## config.mk

```make
export PLATFORM = sky130hd
export DESIGN_NAME = store_buffer_gen2
export DESIGN_NICKNAME = d
export VERILOG_FILES = /design/src/rtl/store_buffer_gen2.sv
export SDC_FILE = /design/constraint.sdc
export NUM_CORES = 1
export LEC_CHECK = 0
export CAP_MARGIN = 10
export CORE_ASPECT_RATIO = 1.25
export CORE_UTILIZATION = 55
export CTS_CLUSTER_SIZE = 10
export DETAILED_ROUTE_END_ITERATION = 16
export PLACE_DENSITY_LB_ADDON = 0.3
export SLEW_MARGIN = 20
export SYNTH_ARGS = -nofsm -noshare
export SYNTH_HDL_FRONTEND = slang
export SYNTH_SLANG_ARGS = --single-unit
```

## constraint.sdc

```tcl
create_clock -name clk -period 3.35 [get_ports clk]
set_input_delay 0.335 -clock clk [delete_from_list [all_inputs] [get_ports clk]]
set_output_delay 0.335 -clock clk [all_outputs]
set_load 0.05 [all_outputs]
```

## src/rtl/store_buffer_gen2.sv

```systemverilog
// store_buffer_gen2: circular store FIFO between the LSU data bus and the DCache, drained by a req/ack FSM.
// Define STB_LOAD_FWD_EN to add the store-to-load forwarding ports and comparators.
module store_buffer_gen2 #(
   parameter int ADDR_WIDTH     = 32,
   parameter int DATA_WIDTH     = 32,
   parameter int BYTE_SEL_WIDTH = 4,
   parameter int FIFO_DEPTH     = 4
) (
   input  logic                               clk,
   input  logic                               rst_n,
   input  logic [ADDR_WIDTH-1:0]              lsudbus2stb_addr,
   input  logic [DATA_WIDTH-1:0]              lsudbus2stb_wdata,
   input  logic [BYTE_SEL_WIDTH-1:0]          lsudbus2stb_sel_byte,
   input  logic                               lsudbus2stb_w_en,
   output logic                               stb2lsudbus_ack,
   output logic [ADDR_WIDTH-1:0]              stb2dcache_addr,
   output logic [DATA_WIDTH-1:0]              stb2dcache_wdata,
   output logic [BYTE_SEL_WIDTH-1:0]          stb2dcache_sel_byte,
   output logic                               stb2dcache_req,
   output logic                               stb2dcache_w_en,
   input  logic                               dcache2stb_ack,
   output logic                               stb_empty,
   output logic                               stb_full,
   output logic [$clog2(FIFO_DEPTH+1)-1:0]    stb_count
`ifdef STB_LOAD_FWD_EN
   ,
   input  logic [ADDR_WIDTH-1:0]              lsudbus2stb_ld_addr,
   output logic                               stb2lsudbus_fwd_hit,
   output logic [DATA_WIDTH-1:0]              stb2lsudbus_fwd_data,
   output logic [BYTE_SEL_WIDTH-1:0]          stb2lsudbus_fwd_sel_byte
`endif
);

   localparam int PTR_W = $clog2(FIFO_DEPTH);
   localparam int CNT_W = $clog2(FIFO_DEPTH + 1);

   typedef enum logic {S_IDLE, S_REQ} state_t;

   state_t                    r_state;
   state_t                    w_state_nxt;
   logic [ADDR_WIDTH-1:0]     r_mem_addr [FIFO_DEPTH];
   logic [DATA_WIDTH-1:0]     r_mem_data [FIFO_DEPTH];
   logic [BYTE_SEL_WIDTH-1:0] r_mem_sel  [FIFO_DEPTH];
   logic [PTR_W-1:0]          r_wr_ptr;
   logic [PTR_W-1:0]          r_rd_ptr;
   logic [CNT_W-1:0]          r_count;
   logic [CNT_W-1:0]          w_count_nxt;
   logic                      r_ack;
   logic                      w_push;
   logic                      w_pop;
   logic                      w_req;

   assign stb_full    = (r_count == CNT_W'(FIFO_DEPTH));
   assign stb_empty   = (r_count == '0);
   assign stb_count   = r_count;
   assign w_req       = (r_state == S_REQ);
   assign w_push      = lsudbus2stb_w_en && !stb_full;
   assign w_pop       = w_req && dcache2stb_ack;
   assign w_count_nxt = r_count + CNT_W'(w_push) - CNT_W'(w_pop);

   // NOTE: storage has no reset; only the pointers and count define which entries are valid.
   always_ff @(posedge clk) begin
      if (w_push) begin
         r_mem_addr[r_wr_ptr] <= lsudbus2stb_addr;
         r_mem_data[r_wr_ptr] <= lsudbus2stb_wdata;
         r_mem_sel[r_wr_ptr]  <= lsudbus2stb_sel_byte;
      end
   end

   // NOTE: sequential state uses non-blocking assignments so every register samples pre-edge values.
   always_ff @(posedge clk or negedge rst_n) begin
      if (!rst_n) begin
         r_state  <= S_IDLE;
         r_wr_ptr <= '0;
         r_rd_ptr <= '0;
         r_count  <= '0;
         r_ack    <= 1'b0;
      end else begin
         r_state  <= w_state_nxt;
         r_count  <= w_count_nxt;
         r_ack    <= w_push;
         if (w_push) r_wr_ptr <= r_wr_ptr + PTR_W'(1);
         if (w_pop)  r_rd_ptr <= r_rd_ptr + PTR_W'(1);
      end
   end

   // NOTE: the default assignment first keeps this block free of inferred latches.
   always_comb begin
      w_state_nxt = r_state;
      case (r_state)
         S_IDLE:  if (r_count != '0) w_state_nxt = S_REQ;
         S_REQ:   if (w_pop && (w_count_nxt == '0)) w_state_nxt = S_IDLE;
         default: w_state_nxt = S_IDLE;
      endcase
   end

   assign stb2lsudbus_ack     = r_ack;
   assign stb2dcache_req      = w_req;
   assign stb2dcache_w_en     = w_req;
   assign stb2dcache_addr     = w_req ? r_mem_addr[r_rd_ptr] : '0;
   assign stb2dcache_wdata    = w_req ? r_mem_data[r_rd_ptr] : '0;
   assign stb2dcache_sel_byte = w_req ? r_mem_sel[r_rd_ptr]  : '0;

`ifdef STB_LOAD_FWD_EN
   // Walk valid entries oldest to youngest so the youngest word match wins.
   always_comb begin
      logic [PTR_W-1:0] v_idx;
      stb2lsudbus_fwd_hit      = 1'b0;
      stb2lsudbus_fwd_data     = '0;
      stb2lsudbus_fwd_sel_byte = '0;
      v_idx                    = r_rd_ptr;
      for (int k = 0; k < FIFO_DEPTH; k++) begin
         v_idx = r_rd_ptr + PTR_W'(k);
         if ((CNT_W'(k) < r_count) &&
             (r_mem_addr[v_idx][ADDR_WIDTH-1:2] == lsudbus2stb_ld_addr[ADDR_WIDTH-1:2])) begin
            stb2lsudbus_fwd_hit      = 1'b1;
            stb2lsudbus_fwd_data     = r_mem_data[v_idx];
            stb2lsudbus_fwd_sel_byte = r_mem_sel[v_idx];
         end
      end
   end
`endif

endmodule

```

After elaboration in Yosys (flattened, before gate mapping)
Memory sizes are Yosys's and may differ from the RTL's.
Cells that the tools add are included.
{ "classes": {"add_sub_neg": 4, "n_eq_ne": 1, "muxes": 8, "bitwise_logic": 1, "reduce_logical": 7} }
{ "op_table": {"columns": ["op", "count"], "rows": [
  ["32-bit 2-to-1 mux", 2],
  ["3-bit logical NOT", 2],
  ["2-bit by 1-bit adder with 2-bit output, second input constant", 2],
  ["1-bit 2-to-1 mux", 4],
  ["4-bit 2-to-1 mux", 1],
  ["3-bit by 1-bit adder with 3-bit output", 1],
  ["3-bit == test, second input constant", 1],
  ["1-bit logical AND", 3],
  ["3-bit nonzero test", 1],
  ["3-bit by 1-bit subtractor with 3-bit output", 1],
  ["1-bit case mux with 2 select lines", 1],
  ["1-bit logical NOT", 1],
  ["1-bit inverter", 1]
]} }
{ "totals": {"reg_bits": 9, "ramBits": 272, "in_bits": 72, "out_inout_bits": 76, "wordCells": 29, "n_memories": 3} }
{ "mem_list": {"columns": ["memory", "words", "word_bits", "read_ports", "rd_clocked_by_memory_dff", "write_ports", "line_no", "rtl"], "rows": [
  ["r_mem_addr", 4, 32, 1, 0, 1, "41", "logic [ADDR_WIDTH-1:0] r_mem_addr [FIFO_DEPTH];"],
  ["r_mem_data", 4, 32, 1, 0, 1, "42", "logic [DATA_WIDTH-1:0] r_mem_data [FIFO_DEPTH];"],
  ["r_mem_sel", 4, 4, 1, 0, 1, "43", "logic [BYTE_SEL_WIDTH-1:0] r_mem_sel [FIFO_DEPTH];"]
]} }

Longest topological paths before layout
{ "depth": {"depth_word": 9, "ltp_mapped": 12, "ltp_nobuf": 11} }

Worst setup path after synthesis
Ideal clock, no wire load.
{ "synth_path": {"path_type": "register -> register", "startpoint": "reg r_count[2] (netlist: stb_count[2])", "endpoint": "reg r_state (netlist: stb2dcache_req)", "setup_time_ns": 0.129, "arrival_ns": 3.702, "t_required_ns": 3.221, "setup_slack_ns": -0.481, "stages_incl_launch_ff": 13, "path_buffers": 1, "period_less_slack_ns": 3.831, "path_cell_list": "dfrtp_1 nor3b_1 nor2b_1 buf_2 inv_1 ha_1 inv_1 ha_1 inv_1 fa_1 xnor2_1 xnor2_1 o41a_1"} }
{ "synth_via": {"elab_chain_cells": 9, "elab_cells_between_ends": 11, "cone_classes": "add/sub: 2; eq/ne: 1; mux: 3; reduce/logical: 5"} }
{ "synth_lines": {"columns": ["element", "line_no", "rtl"], "rows": [
  ["start, declared", "46", "logic [CNT_W-1:0] r_count;"],
  ["start signal, assigned", "80", "r_count <= w_count_nxt;"],
  ["3-bit == test", "53", "assign stb_full = (r_count == CNT_W'(FIFO_DEPTH));"],
  ["via stb_full", "23", "output logic stb_full,"],
  ["1-bit logical NOT", "57", "assign w_push = lsudbus2stb_w_en && !stb_full;"],
  ["1-bit logical AND", "57", null],
  ["via w_push", "49", "logic w_push;"],
  ["3-bit by 1-bit adder with 3-bit output", "59", "assign w_count_nxt = r_count + CNT_W'(w_push) - CNT_W'(w_pop);"],
  ["3-bit by 1-bit subtractor with 3-bit output", "59", null],
  ["via w_count_nxt[2]", "47", "logic [CNT_W-1:0] w_count_nxt;"],
  ["3-bit logical NOT", "92", "S_REQ: if (w_pop && (w_count_nxt == '0)) w_state_nxt = S_IDLE;"],
  ["1-bit logical AND", "92", null],
  ["1-bit 2-to-1 mux", "92", null],
  ["1-bit case mux with 2 select lines", "90", "case (r_state)"],
  ["via w_state_nxt", "40", "state_t w_state_nxt;"],
  ["end signal, assigned", "79", "r_state <= w_state_nxt;"],
  ["end, declared", "39", "state_t r_state;"]
]} }
The timed path passes the listed nets, and every way through them passes these cells.
A chain may end at the register's enable or synchronous reset.

Final worst setup path
{ "layout_path": {"startpoint": "reg r_rd_ptr[0]", "endpoint": "out stb2dcache_addr[1]"} }
{ "layout_via": {"elab_chain_cells": 2} }
{ "layout_lines": {"columns": ["element", "line_no", "rtl"], "rows": [
  ["start, declared", "45", "logic [PTR_W-1:0] r_rd_ptr;"],
  ["start signal, assigned", "83", "if (w_pop) r_rd_ptr <= r_rd_ptr + PTR_W'(1);"],
  ["memory read 4 x 32 bit", null, null],
  ["32-bit 2-to-1 mux", "100", "assign stb2dcache_addr = w_req ? r_mem_addr[r_rd_ptr] : '0;"],
  ["end, declared", "16", "output logic [ADDR_WIDTH-1:0] stb2dcache_addr,"]
]} }
Every way passes these cells.

==> metrics.txt <==
synthesis-to-layout area growth 24.8%; Final Core Density 0.697; final period utilization 0.936; Die Height 159 um; post-synthesis net count 552; # nets final approximately 720; Initial Util 0.558; Filler cells about 1200; grt met3 use 0.0425; Post-Synth Simple-Gate Area 0.0447; Slew @ Worst Pin 0.559 ns; crit path kind reg -> out; Vias 5075; Final Non-Filler Cells 917; H-tree levels 2; depth of the worst register-to-register path 11; Port Buffers roughly 150; DP HPWL 11600 um; Final Hold Fails 0; worst setup margin about 0.21 ns; Critical Path AT 2.80 ns; R2R setup slack around 0.73 ns; Clk pwr share 0.222; Clk Latency, worst-skew pair 0.49 ns; clk root buf clkbuf_16; Synth Area in XOR/XNOR 0.00404; vias in the first global route approximately 5700; Cell Area, Synth 10800 um2; pin count of the biggest net entering global routing 47; Sequential Power Share 0.352; GRT busiest layer met2; CTS tree done; final worst path period need 3.14 ns; unrepaired setup endpoints after global routing false; startpoint type of the worst setup path flop; Placed Cells 872; Seq/Total Area, Yosys 0.775; Post-CTS Setup Inserts 0; cts bufs inserted 34; P_leak 0.00443 uW; I/O pin count 148; DRC Markers 0; CTS clock-pin slew for the worst setup and hold paths 0.05 ns; CORE AREA a little under 20000 um2; DR iter-0 viols roughly 240; Core Rows 57; via/cell ratio about 5.5; PD cells between 1000 and 1500 nW/um2; mux share of post-synthesis cell area 0.142; clock skew 0.0145 ns; count of final max-slew check failures 0; Final setup viols 0; Sw Ratio 0.367; post-synth cell types 21; largest family of logic cells by synthesized area multiplexers; max_cap viols 0; Rel. slew slack 0.626; first-pass GRT wire length 31800 um; WP data required 3.01 ns; CP Capture Type output pin; chip width 128 um; 1st-pass router iterations 4; commonest non-fill, non-tap cells in the layout edfxtp_1, clkdlybuf4s50_1, mux4_2, and2_1, clkbuf_16; Congestion Overflow GR 0; Peak VDD IR 801 uV; Setup WS pre-CTS roughly 0.56 ns; compound-gate portion of the synthesized area 0.00104; antenna violations before repair 2; Synth Area in Adders 0.00878; DRT Wirelength 19900 um; Syn Area/Cell between 20 and 25 um2; internal power 8920 uW; hold crit path type in -> async; Yosys Warn Count 0; status finished, final reports clean; Max Freq between 300 and 400 MHz; WL per Instance 21.7 um; cts hold-fix bufs 0; critical path fanouts, max 25; GRT Total Usage 0.211; Final Wtd Congestion 0.707; cts repair resizes 0; die area ~20000 um2; commonest non-fill, non-tap cell in the layout edfxtp_1; P_sw 5180 uW; Comb power frac 0.426; Synth Register Bits around 280; share of layout cells above drive strength 1 0.195; Syn Inst Count ~470; Sink Count 281; DRT antenna net count 0; Setup TNS 0 ns; clk buf depth 3; met1 usage 0.268; met2 usage 0.362
## metrics by stage
| stage | hold slack, ns | total power (uW) | instance area [um2] |
|---|---|---|---|
| 6_report | 0.163 | 14100 | 13500 |
| 5_1_grt | 0.187 | 14700 | 13500 |
| 4_1_cts | 0.167 | 14300 | 13500 |
| 3_5_place_dp | 0.554 | 11100 | 12600 |
| 3_3_place_gp | 0.524 | 11000 | 12600 |
| 2_1_floorplan | 0.0394 | 9300 | 10800 |
## path summary, 6_finish.rpt
check,start,endpoint
hold reg to reg,stb_count[2]$_DFF_PN0_,stb_count[2]$_DFF_PN0_
min in group clk,dcache2stb_ack,r_rd_ptr[1]$_DFFE_PN0P_
hold / removal,rst_n,stb_count[0]$_DFF_PN0_
setup / recovery,r_rd_ptr[0]$_DFFE_PN0P_,stb2dcache_addr[1]
max in group asynchronous,rst_n,r_rd_ptr[0]$_DFFE_PN0P_
setup reg to reg,stb_count[2]$_DFF_PN0_,stb2dcache_req$_DFF_PN0_
## logic make-up (layout without fill, tap and decap cells)
logic type               count (synthesis)  count (layout)
other                                    0               2
flip-flops                             281             281
multiplexers                            69              69
adder cells (fa/ha/maj)                  7               7
buffers and inverters                   32             209
XOR/XNOR                                 5               5
AO/OA/AOI/OAI                            1               1
AND/OR/NAND/NOR                         78              78
## critical path, stage by stage (launching register included)
cell,delay (ns)
dfrtp_4,0.58
buf_12,0.28
mux4_2,0.54
and2_1,0.19
clkdlybuf4s50_1,0.70
## area by class of cell
class | instances | area (um2) | share of cell area
multi-input cells | 160 | 2190 | 0.162
well taps | 265 | 332 | 0.0245
clock buffers | 41 | 898 | 0.0665
inverters | 7 | 26.3 | 0.00194
repair buffers | 159 | 1650 | 0.122
flip-flops and latches | 281 | 8400 | 0.621
clock inverters | 2 | 17.5 | 0.00130
diodes | 2 | 5.00 | 0.000370
## power by group through the flow
| stage | sequential [uW] | combinational [uW] | clock, uW |
|---|---|---|---|
| CTS | 4990 | 6090 | 3180 |
| global placement | 4990 | 6000 | 0 |
| finish | 4970 | 6010 | 3130 |
| floorplan | 4920 | 4370 | 0 |
| global route | 5040 | 6300 | 3320 |
| detailed placement | 5040 | 6060 | 0 |
## metal layers
metal | vias up | wire (um)
met5 | - | 0
met4 | 0 | 450
met3 | 42 | 1030
met2 | 158 | 10600
met1 | 2632 | 7850
li1 | 2243 | -
## cells in the mapped netlist (all sizes together)
library cell / number / area (um2)
nor2b: 1 / 6.26
clkbuf: 7 / 26.3
nand3: 1 / 5.00
nor3: 1 / 5.00
edfxtp: 272 / 8170
fa: 1 / 20.0
dfrtp: 9 / 225
nor3b: 1 / 7.51
nand2b: 1 / 6.26
inv: 7 / 26.3
mux4: 68 / 1530
buf: 18 / 206
xnor2: 5 / 43.8
and2: 72 / 450
mux2: 1 / 11.3
nand2: 1 / 3.75
ha: 6 / 75.1
o41a: 1 / 11.3
## flip-flops by register name (all words and copies together) (netlist names)
name,count
r_mem_data,128
stb_count,3
r_rd_ptr,2
stb2dcache_req,1
stb2lsudbus_ack,1
r_wr_ptr,2
r_mem_addr,128
r_mem_sel,16
Note: power is estimated with default switching activity, not from simulation.
